File: config.mk
export PLATFORM = sky130hd
export DESIGN_NAME = uart_tx_flat
export DESIGN_NICKNAME = d
export VERILOG_FILES = /design/src/rtl/uart_tx_if.sv /design/src/rtl/uart_tx.sv /design/src/flat_wrapper.sv
export SDC_FILE = /design/constraint.sdc
export NUM_CORES = 1
export LEC_CHECK = 0
export ABC_CLOCK_PERIOD_IN_PS = 2600
export CAP_MARGIN = 5
export CORE_MARGIN = 2
export CORE_UTILIZATION = 40
export CTS_BUF_LIST = sky130_fd_sc_hd__clkbuf_4 sky130_fd_sc_hd__clkbuf_8
export DETAILED_ROUTE_END_ITERATION = 8
export GPL_TIMING_DRIVEN = 0
export SLEW_MARGIN = 20
export SYNTH_ARGS = -nofsm -noshare
export SYNTH_HDL_FRONTEND = slang
export SYNTH_SLANG_ARGS = --single-unit
File: constraint.sdc
create_clock -name clock -period 2.6 [get_ports clock]
set_input_delay 0.26 -clock clock [delete_from_list [all_inputs] [get_ports clock]]
set_output_delay 0.26 -clock clock [all_outputs]
set_load 0.02 [all_outputs]
File: src/rtl/uart_tx_if.sv
// Byte handshake between a producer and the uart_tx serial transmitter.
`default_nettype none

interface uart_tx_if;
  logic [7:0] tx_data;
  logic       tx_valid;
  logic       tx_ready;

  modport master (output tx_data, output tx_valid, input tx_ready);
  modport slave  (input tx_data, input tx_valid, output tx_ready);
endinterface

`default_nettype wire

File: src/rtl/uart_tx.sv
// uart_tx: start bit, 8 data bits LSB-first, optional even parity, 1..2 stop bits.
// Optional parity bit is compiled in with `define UART_TX_PARITY_EN.
`default_nettype none

module uart_tx #(
  parameter int CLKS_PER_BIT = 2,
  parameter int STOP_BITS    = 1
) (
  input  wire logic  clock,
  input  wire logic  reset_n,
  uart_tx_if.slave   tx_if,
  output logic       serial,
  output logic       busy,
  output logic       tx_done
);

  localparam int             CW          = $clog2(CLKS_PER_BIT + 1);
  localparam logic [CW-1:0]  c_LAST_CNT  = CW'(CLKS_PER_BIT - 1);
  localparam logic           c_LAST_STOP = 1'(STOP_BITS - 1);

  typedef enum logic [2:0] {
    S_IDLE   = 3'd0,
    S_START  = 3'd1,
    S_DATA   = 3'd2,
`ifdef UART_TX_PARITY_EN
    S_PARITY = 3'd3,
`endif
    S_STOP   = 3'd4
  } state_t;

  state_t        r_state, w_state_nxt;
  logic [CW-1:0] r_cnt, w_cnt_nxt;
  logic [2:0]    r_idx, w_idx_nxt;
  logic [7:0]    r_shift, w_shift_nxt;
  logic          r_stop, w_stop_nxt;
  logic          r_serial, w_serial_nxt;
  logic          r_ready, w_ready_nxt;
  logic          r_busy;
  logic          r_done, w_done_nxt;
  logic          w_bit_end;
  logic          w_accept;
`ifdef UART_TX_PARITY_EN
  logic          r_par;
`endif

  assign w_bit_end = (r_cnt == c_LAST_CNT);
  assign w_accept  = (r_state == S_IDLE) && tx_if.tx_valid;

  always_ff @(posedge clock or negedge reset_n) begin
    if (!reset_n) begin
      r_state  <= S_IDLE;
      r_cnt    <= '0;
      r_idx    <= '0;
      r_shift  <= '0;
      r_stop   <= 1'b0;
      r_serial <= 1'b1;
      r_ready  <= 1'b1;
      r_busy   <= 1'b0;
      r_done   <= 1'b0;
    end else begin
      r_state  <= w_state_nxt;
      r_cnt    <= w_cnt_nxt;
      r_idx    <= w_idx_nxt;
      r_shift  <= w_shift_nxt;
      r_stop   <= w_stop_nxt;
      r_serial <= w_serial_nxt;
      r_ready  <= w_ready_nxt;
      r_busy   <= ~w_ready_nxt;
      r_done   <= w_done_nxt;
    end
  end

`ifdef UART_TX_PARITY_EN
  always_ff @(posedge clock or negedge reset_n) begin
    if (!reset_n) begin
      r_par <= 1'b0;
    end else if (w_accept) begin
      r_par <= ^tx_if.tx_data;
    end
  end
`endif

  always_comb begin
    w_state_nxt = r_state;
    w_cnt_nxt   = r_cnt;
    w_idx_nxt   = r_idx;
    w_shift_nxt = r_shift;
    w_stop_nxt  = r_stop;

    case (r_state)
      S_IDLE: begin
        if (tx_if.tx_valid) begin
          w_shift_nxt = tx_if.tx_data;
          w_cnt_nxt   = '0;
          w_idx_nxt   = '0;
          w_state_nxt = S_START;
        end
      end
      S_START: begin
        if (w_bit_end) begin
          w_cnt_nxt   = '0;
          w_state_nxt = S_DATA;
        end else begin
          w_cnt_nxt = r_cnt + CW'(1);
        end
      end
      S_DATA: begin
        if (w_bit_end) begin
          w_cnt_nxt   = '0;
          w_shift_nxt = {1'b0, r_shift[7:1]};
          // Index stops at 7 so the frame can never grow a ninth data bit.
          if (r_idx == 3'd7) begin
            w_stop_nxt  = 1'b0;
`ifdef UART_TX_PARITY_EN
            w_state_nxt = S_PARITY;
`else
            w_state_nxt = S_STOP;
`endif
          end else begin
            w_idx_nxt = r_idx + 3'd1;
          end
        end else begin
          w_cnt_nxt = r_cnt + CW'(1);
        end
      end
`ifdef UART_TX_PARITY_EN
      S_PARITY: begin
        if (w_bit_end) begin
          w_cnt_nxt   = '0;
          w_stop_nxt  = 1'b0;
          w_state_nxt = S_STOP;
        end else begin
          w_cnt_nxt = r_cnt + CW'(1);
        end
      end
`endif
      S_STOP: begin
        if (w_bit_end) begin
          w_cnt_nxt = '0;
          if (r_stop == c_LAST_STOP) begin
            w_state_nxt = S_IDLE;
          end else begin
            w_stop_nxt = 1'b1;
          end
        end else begin
          w_cnt_nxt = r_cnt + CW'(1);
        end
      end
      default: begin
        w_state_nxt = S_IDLE;
        w_cnt_nxt   = '0;
      end
    endcase
  end

  // Outputs are decoded from the next state so they land in registers.
  always_comb begin
    w_serial_nxt = 1'b1;
    case (w_state_nxt)
      S_START:  w_serial_nxt = 1'b0;
      S_DATA:   w_serial_nxt = w_shift_nxt[0];
`ifdef UART_TX_PARITY_EN
      S_PARITY: w_serial_nxt = r_par;
`endif
      default:  w_serial_nxt = 1'b1;
    endcase
    w_ready_nxt = (w_state_nxt == S_IDLE);
    w_done_nxt  = (w_state_nxt == S_STOP) && (w_cnt_nxt == c_LAST_CNT) &&
                  (w_stop_nxt == c_LAST_STOP);
  end

  assign tx_if.tx_ready = r_ready;
  assign serial         = r_serial;
  assign busy           = r_busy;
  assign tx_done        = r_done;

endmodule

`default_nettype wire

File: src/flat_wrapper.sv
// flat-port wrapper written by rule: the top's interface ports become plain ports
module uart_tx_flat 
#(
  parameter int CLKS_PER_BIT = 2,
  parameter int STOP_BITS    = 1
)
  (clock, reset_n, serial, busy, tx_done, tx_if_tx_data, tx_if_tx_valid, tx_if_tx_ready);
  uart_tx_if tx_if_i ();
  input  wire logic clock;
  input  wire logic reset_n;
  output logic serial;
  output logic busy;
  output logic tx_done;
  input wire logic [$bits(tx_if_i.tx_data)-1:0] tx_if_tx_data;
  input wire logic [$bits(tx_if_i.tx_valid)-1:0] tx_if_tx_valid;
  output wire logic [$bits(tx_if_i.tx_ready)-1:0] tx_if_tx_ready;
  assign tx_if_i.tx_data = tx_if_tx_data;
  assign tx_if_i.tx_valid = tx_if_tx_valid;
  assign tx_if_tx_ready = tx_if_i.tx_ready;
  uart_tx #(.CLKS_PER_BIT(CLKS_PER_BIT), .STOP_BITS(STOP_BITS)) u_core (.clock(clock), .reset_n(reset_n), .tx_if(tx_if_i), .serial(serial), .busy(busy), .tx_done(tx_done));
endmodule
# Word-level counts from Yosys, hierarchy flattened

Cells that the tools add are included.

Add/subtract/negate cells: 2
Bitwise logic cells: 2
Equality and inequality tests: 12
Reduce and logical (&&, ||, !) cells: 8
Mux-type cells: 23

Operator list:

| cell                                                 | number |
|---|---|
| 2-to-1 mux 3 bit                                     | 9 |
| 2-to-1 mux 8 bit                                     | 2 |
| one-hot mux 8 bit (2 select lines)                   | 1 |
| one-hot mux 3 bit (4 select lines)                   | 1 |
| equality test 3 bit (second input constant)          | 3 |
| equality test 3 x 1 -> 1 bit (second input constant) | 2 |
| equality test 3 x 2 -> 1 bit (second input constant) | 2 |
| zero test 3 bit                                      | 2 |
| one-hot mux 3 bit (2 select lines)                   | 1 |
| equality test 2 x 1 -> 1 bit (second input constant) | 2 |
| 2-to-1 mux 1 bit                                     | 4 |
| 2-to-1 mux 2 bit                                     | 2 |
| != test 2 bit (second input constant)                | 2 |
| one-hot mux 1 bit (2 select lines)                   | 2 |
| one-hot mux 2 bit (2 select lines)                   | 1 |
| AND reduction 4 bit                                  | 1 |
| adder 3 x 1 -> 3 bit (second input constant)         | 1 |
| AND reduction 3 bit                                  | 1 |
| OR reduction 3 bit                                   | 1 |
| adder 2 x 1 -> 2 bit (second input constant)         | 1 |
| logical AND 1 bit                                    | 2 |
| != test 2 x 1 -> 1 bit (second input constant)       | 1 |
| NOT 1 bit                                            | 2 |
| nonzero test 2 bit                                   | 1 |

Bits of input ports: 11
Output and inout bits: 4
Register bits: 21
Logic and storage cells: 57

# Longest topological paths before layout

Depth in word-level cells: 7
Depth in mapped cells: 6
Depth with buffers taken out: 5

# Worst setup path before layout

No wires, ideal clock.

Kind: register to register
Start point: reg u_core.r_idx[0]
End point: reg u_core.r_serial, in the netlist u_core.serial
Setup slack: 1.155 ns
Stages on the path, launching flop included: 6
Buffers on the path: 0
Library setup time: 0.097 ns
Arrival: 1.348 ns
Period minus slack after synthesis: 1.445 ns
Required time: 2.503 ns
Cell sequence: dfrtp_1 > ha_1 > ha_1 > a211o_1 > a21oi_2 > a41oi_1

Word-level cells in the longest chain between the ends: 6
Elaborated cells between the ends (all ways): 7
Classes of those cells: 3 x eq/ne; 4 x mux

Ends and longest elaborated chain:

| item                                                                                | line           | text |
|---|---|---|
| start: declaration                                                                  | uart_tx.sv:33  | `logic [2:0] r_idx, w_idx_nxt;` |
| start signal: assignment                                                            | uart_tx.sv:63  | `r_idx <= w_idx_nxt;` |
| equality test 3 bit *                                                               | uart_tx.sv:112 | `if (r_idx == 3'd7) begin` |
| 2-to-1 mux 3 bit *                                                                  | uart_tx.sv:112 |  |
| 2-to-1 mux 3 bit *                                                                  | uart_tx.sv:108 | `if (w_bit_end) begin` |
| one-hot mux 3 bit (4 select lines) *                                                | uart_tx.sv:90  | `case (r_state)` |
| via u_core.w_state_nxt[1]                                                           | uart_tx.sv:31  | `state_t r_state, w_state_nxt;` |
| equality test 3 x 2 -> 1 bit / equality test 3 x 1 -> 1 bit (equally long branches) | uart_tx.sv:159 | `case (w_state_nxt)` |
| one-hot mux 1 bit (2 select lines) *                                                | uart_tx.sv:159 |  |
| via u_core.w_serial_nxt                                                             | uart_tx.sv:36  | `logic r_serial, w_serial_nxt;` |
| end signal: assignment                                                              | uart_tx.sv:66  | `r_serial <= w_serial_nxt;` |
| end: declaration                                                                    | uart_tx.sv:36  |  |

The timed path passes the listed nets; every way through them passes the cells marked *.
A chain may end at the register's enable or synchronous reset.

# Final worst setup path

Start point: reg u_core.r_ready, in the netlist u_core.tx_if.tx_ready
End point: out tx_if_tx_ready

RTL lines:

| item                     | line               | text |
|---|---|---|
| start: declaration       | uart_tx.sv:37      | `logic r_ready, w_ready_nxt;` |
| start signal: assignment | uart_tx.sv:67      | `r_ready <= w_ready_nxt;` |
| end: declaration         | flat_wrapper.sv:16 | `output wire logic [$bits(tx_if_i.tx_ready)-1:0] tx_if_tx_ready;` |

No word-level cell between the ends.

==> flow_summary.yaml <==
critical_path:
  r2r_end: "u_core.serial"
  endpoint: "tx_if_tx_ready"
  crit_path_start_kind: "register"
  crit_family: "buffers and inverters"
  endpoint_kind: "output pin"
  cp.arrival_ns: 1.43
  critPathMaxFanout: 1
  required_ns: 2.34
  cp.depth: 1
  r2r-start: "u_core.r_idx[0]"
  cpMaxStageDelayCell: "clkdlybuf4s50_1"
  reg2regPathDepth: 5
  path_cells: "clkdlybuf4s50_1"
  path_class: "reg -> out"
  slowest_delay_ns: 0.59
  worst-path-buf-inv: 1
  rrSetupSlack_ns: 1.02
  cp-startpoint: "u_core.tx_if.tx_ready"
sta:
  rsz0062_at_grt: "no"
  hold_ws_ns: 0.469
  tightest_slew_ns: 0.939
  setup_viol: 0
  final-max-slew-violation-count: 0
  clock_skew_ns: 0.00395
  min_period_ns: 1.69
  slew_headroom_pct: 37.2
  fin_crit_sh_pct: 64.9
  hold_viol_final: 0
  fmax_ghz: 0.593
  setup_tns_ns: 0
synthesis:
  netlist_instances: 87
  synth_xor_area_share_pct: 0
  synth_compound_area_share_pct: 21.8
  synth_top_family_by_area: "compound AO/OA/AOI/OAI gates"
  muxShareOfSynthArea_pct: 2.90
  synth_async_sr_flop_share_pct: 100
  synthAdderAreaFrac_pct: 2.42
  synth-simple-area-share_pct: 16.1
  synth_edf_count: 0
  synth_ff_type: "dfrtp_1"
  synth_nets: 100
  ys.warnings.count: 0
  ys_ff_latch: 21
  syn_avg_cell_area_sq_um: 11.9
  ys_types: 35
  synth-seq-area-share_pct: 51.0
  netlist_area_sq_um: 1030
clock_tree:
  clkTransAtPathRegs_ns: 0.12
  cts_setup_buffers: 0
  tritoncts: "built"
  clockBufferDepth: 2
  cts_buffers: 3
  cts_root_buf: "clkbuf_4"
  cts_resized: 0
  cts_hold_buf: 0
  clock_sinks: 21
  insertion_delay_ns: 0.30
  htreeDepth: 1
cells_and_area:
  syn_to_final_growth_pct: 19.8
  nets: 119
  drive_gt1_share_pct: 20.0
  design_area_sq_um: 1240
  fin_util_pct: 50.5
  num_antenna_cells: 0
pwr:
  power_density_nw_per_um2: 968
  power_leakage_nw: 0.571
  peakVddDrop_uv: 556
global_routing:
  grt_max_degree: 22
  track_usage_pct: 14.5
  grt_pass1_wl_mm: 2.97
  antenna_found_initial: 0
  grt_pass1_vias: 610
  overflow: 0
floorplanning:
  fp.dieH_microns: 54.9
  start_util_pct: 42.2
  pin_count: 15
  fp-row-count: 18
  die_width_microns: 54.9
  core_area_sq_um: 2450
  die_area_sq_um: 3010
drt:
  drt-total-wl_mm: 1.83
  detail_route.first_pass.iterations: 4
  ant_nets: 0
  viasPerCell: 5.21
  avgRoutedWirePerCell_microns: 13.5
  vias: 703
  drc_errors: 0
  dr.first_iter.drc_count: 2
flow_run:
  maxCapViolations: 0
min_path:
  hp-class: "in -> async"
placed_design:
  hpwl_mm: 1.35
  gp_congestion: 0.730
  numPortBuffers: 14
  dpl_cell_area_sq_um: 1210
status:
  status: "finished, final reports clean"
[sequential cells by signal, indices dropped and copies added, names as in the netlist]
name                   count
u_core.r_idx               3
u_core.busy                1
u_core.r_shift             8
u_core.tx_if.tx_ready      1
u_core.r_stop              1
u_core.serial              1
u_core.r_cnt               2
u_core.r_state             3
u_core.tx_done             1
[worst reg2reg max path: cells and delay by family (launching register included)]
kind,cells,cell delay [ns]
flip-flops,1,0.43
adder cells (fa/ha/maj),2,0.47
AO/OA/AOI/OAI,3,0.61
[synth_stat cells (all sizes together), types with 2 or more instances]
| cell type | instances | area share (%) |
|---|---|---|
| dfrtp | 19 | 46 |
| nand2 | 7 | 2.5 |
| a21o | 6 | 4.4 |
| a22o | 6 | 5.1 |
| nand3 | 6 | 2.9 |
| nor2 | 6 | 4.6 |
| inv | 5 | 1.8 |
| buf | 4 | 4.0 |
| mux2i | 3 | 2.9 |
| a21boi | 2 | 1.8 |
| a21oi | 2 | 1.3 |
| and3 | 2 | 1.2 |
| dfstp | 2 | 5.1 |
| ha | 2 | 2.4 |
| o21ai | 2 | 1.3 |
[cell type report]
type	instances	area (sq um)
multi-input cells	57	447
clock buffers	3	22.5
clock inverters	1	5.00
flip-flops and latches	21	528
fillers	217	1210
inverters	5	18.8
repair buffers	14	140
well taps	30	37.5
plain buffers	4	41.3
[power breakdown]
part           switching (W)  internal (W)  leakage [nW]  total (W)
Combinational       0.000266      0.000254         0.288   0.000520
Clock              0.0000997     0.0000573        0.0177   0.000157
Sequential         0.0000702      0.000453         0.266   0.000523
[cell usage in the layout (no fill, tap or decap), types with 3 or more instances in the layout]
cell type,Yosys,layout
nand3_1,6,6
mux2i_1,3,3
nor2_4,3,3
nand2_1,7,7
a22o_1,6,6
clkdlybuf4s50_1,0,14
buf_6,3,3
inv_1,4,4
a21o_1,6,6
dfrtp_1,19,19
clkbuf_4,0,3
[metrics by stage]
| step | power [W] | std cells | setup WS, ns |
|---|---|---|---|
| after CTS | 0.00122 | 135 | 0.889 |
| after global placement | 0.00104 | 131 | 1.05 |
| final | 0.00120 | 135 | 0.913 |
| after detailed placement | 0.00105 | 131 | 1.02 |
| after global routing | 0.00130 | 135 | 0.836 |
| after floorplan | 0.000910 | 87 | 1.16 |
[how the worst min path moves through the flow]
stage                       from                 to  slack (ns)  cells after the start
2_1_floorplan            reset_n        u_core.busy       -0.04                      0
4_1_cts         tx_if_tx_data[7]  u_core.r_shift[7]        0.46                      3
3_5_place_dp   u_core.r_shift[3]  u_core.r_shift[3]        0.47                      1
5_1_grt         tx_if_tx_data[7]  u_core.r_shift[7]        0.48                      3
3_3_place_gp   u_core.r_shift[3]  u_core.r_shift[3]        0.46                      1
6_report                 reset_n  u_core.r_state[1]        0.47                      1
[layer usage]
metal  track usage, %  share of wire, %
met4             6.25              0.55
met1             20.6                52
met3             4.10               3.2
met2             20.2                44
met5                0                 0
[kinds of logic after synthesis]
family                     count (synthesis)
and+or+nand+nor                           27
AOI/OAI and AO/OA                         25
DFF                                       21
buffers and inverters                      9
muxes                                      3
adders and majority gates                  2
Note: power is estimated with default switching activity, not from simulation.
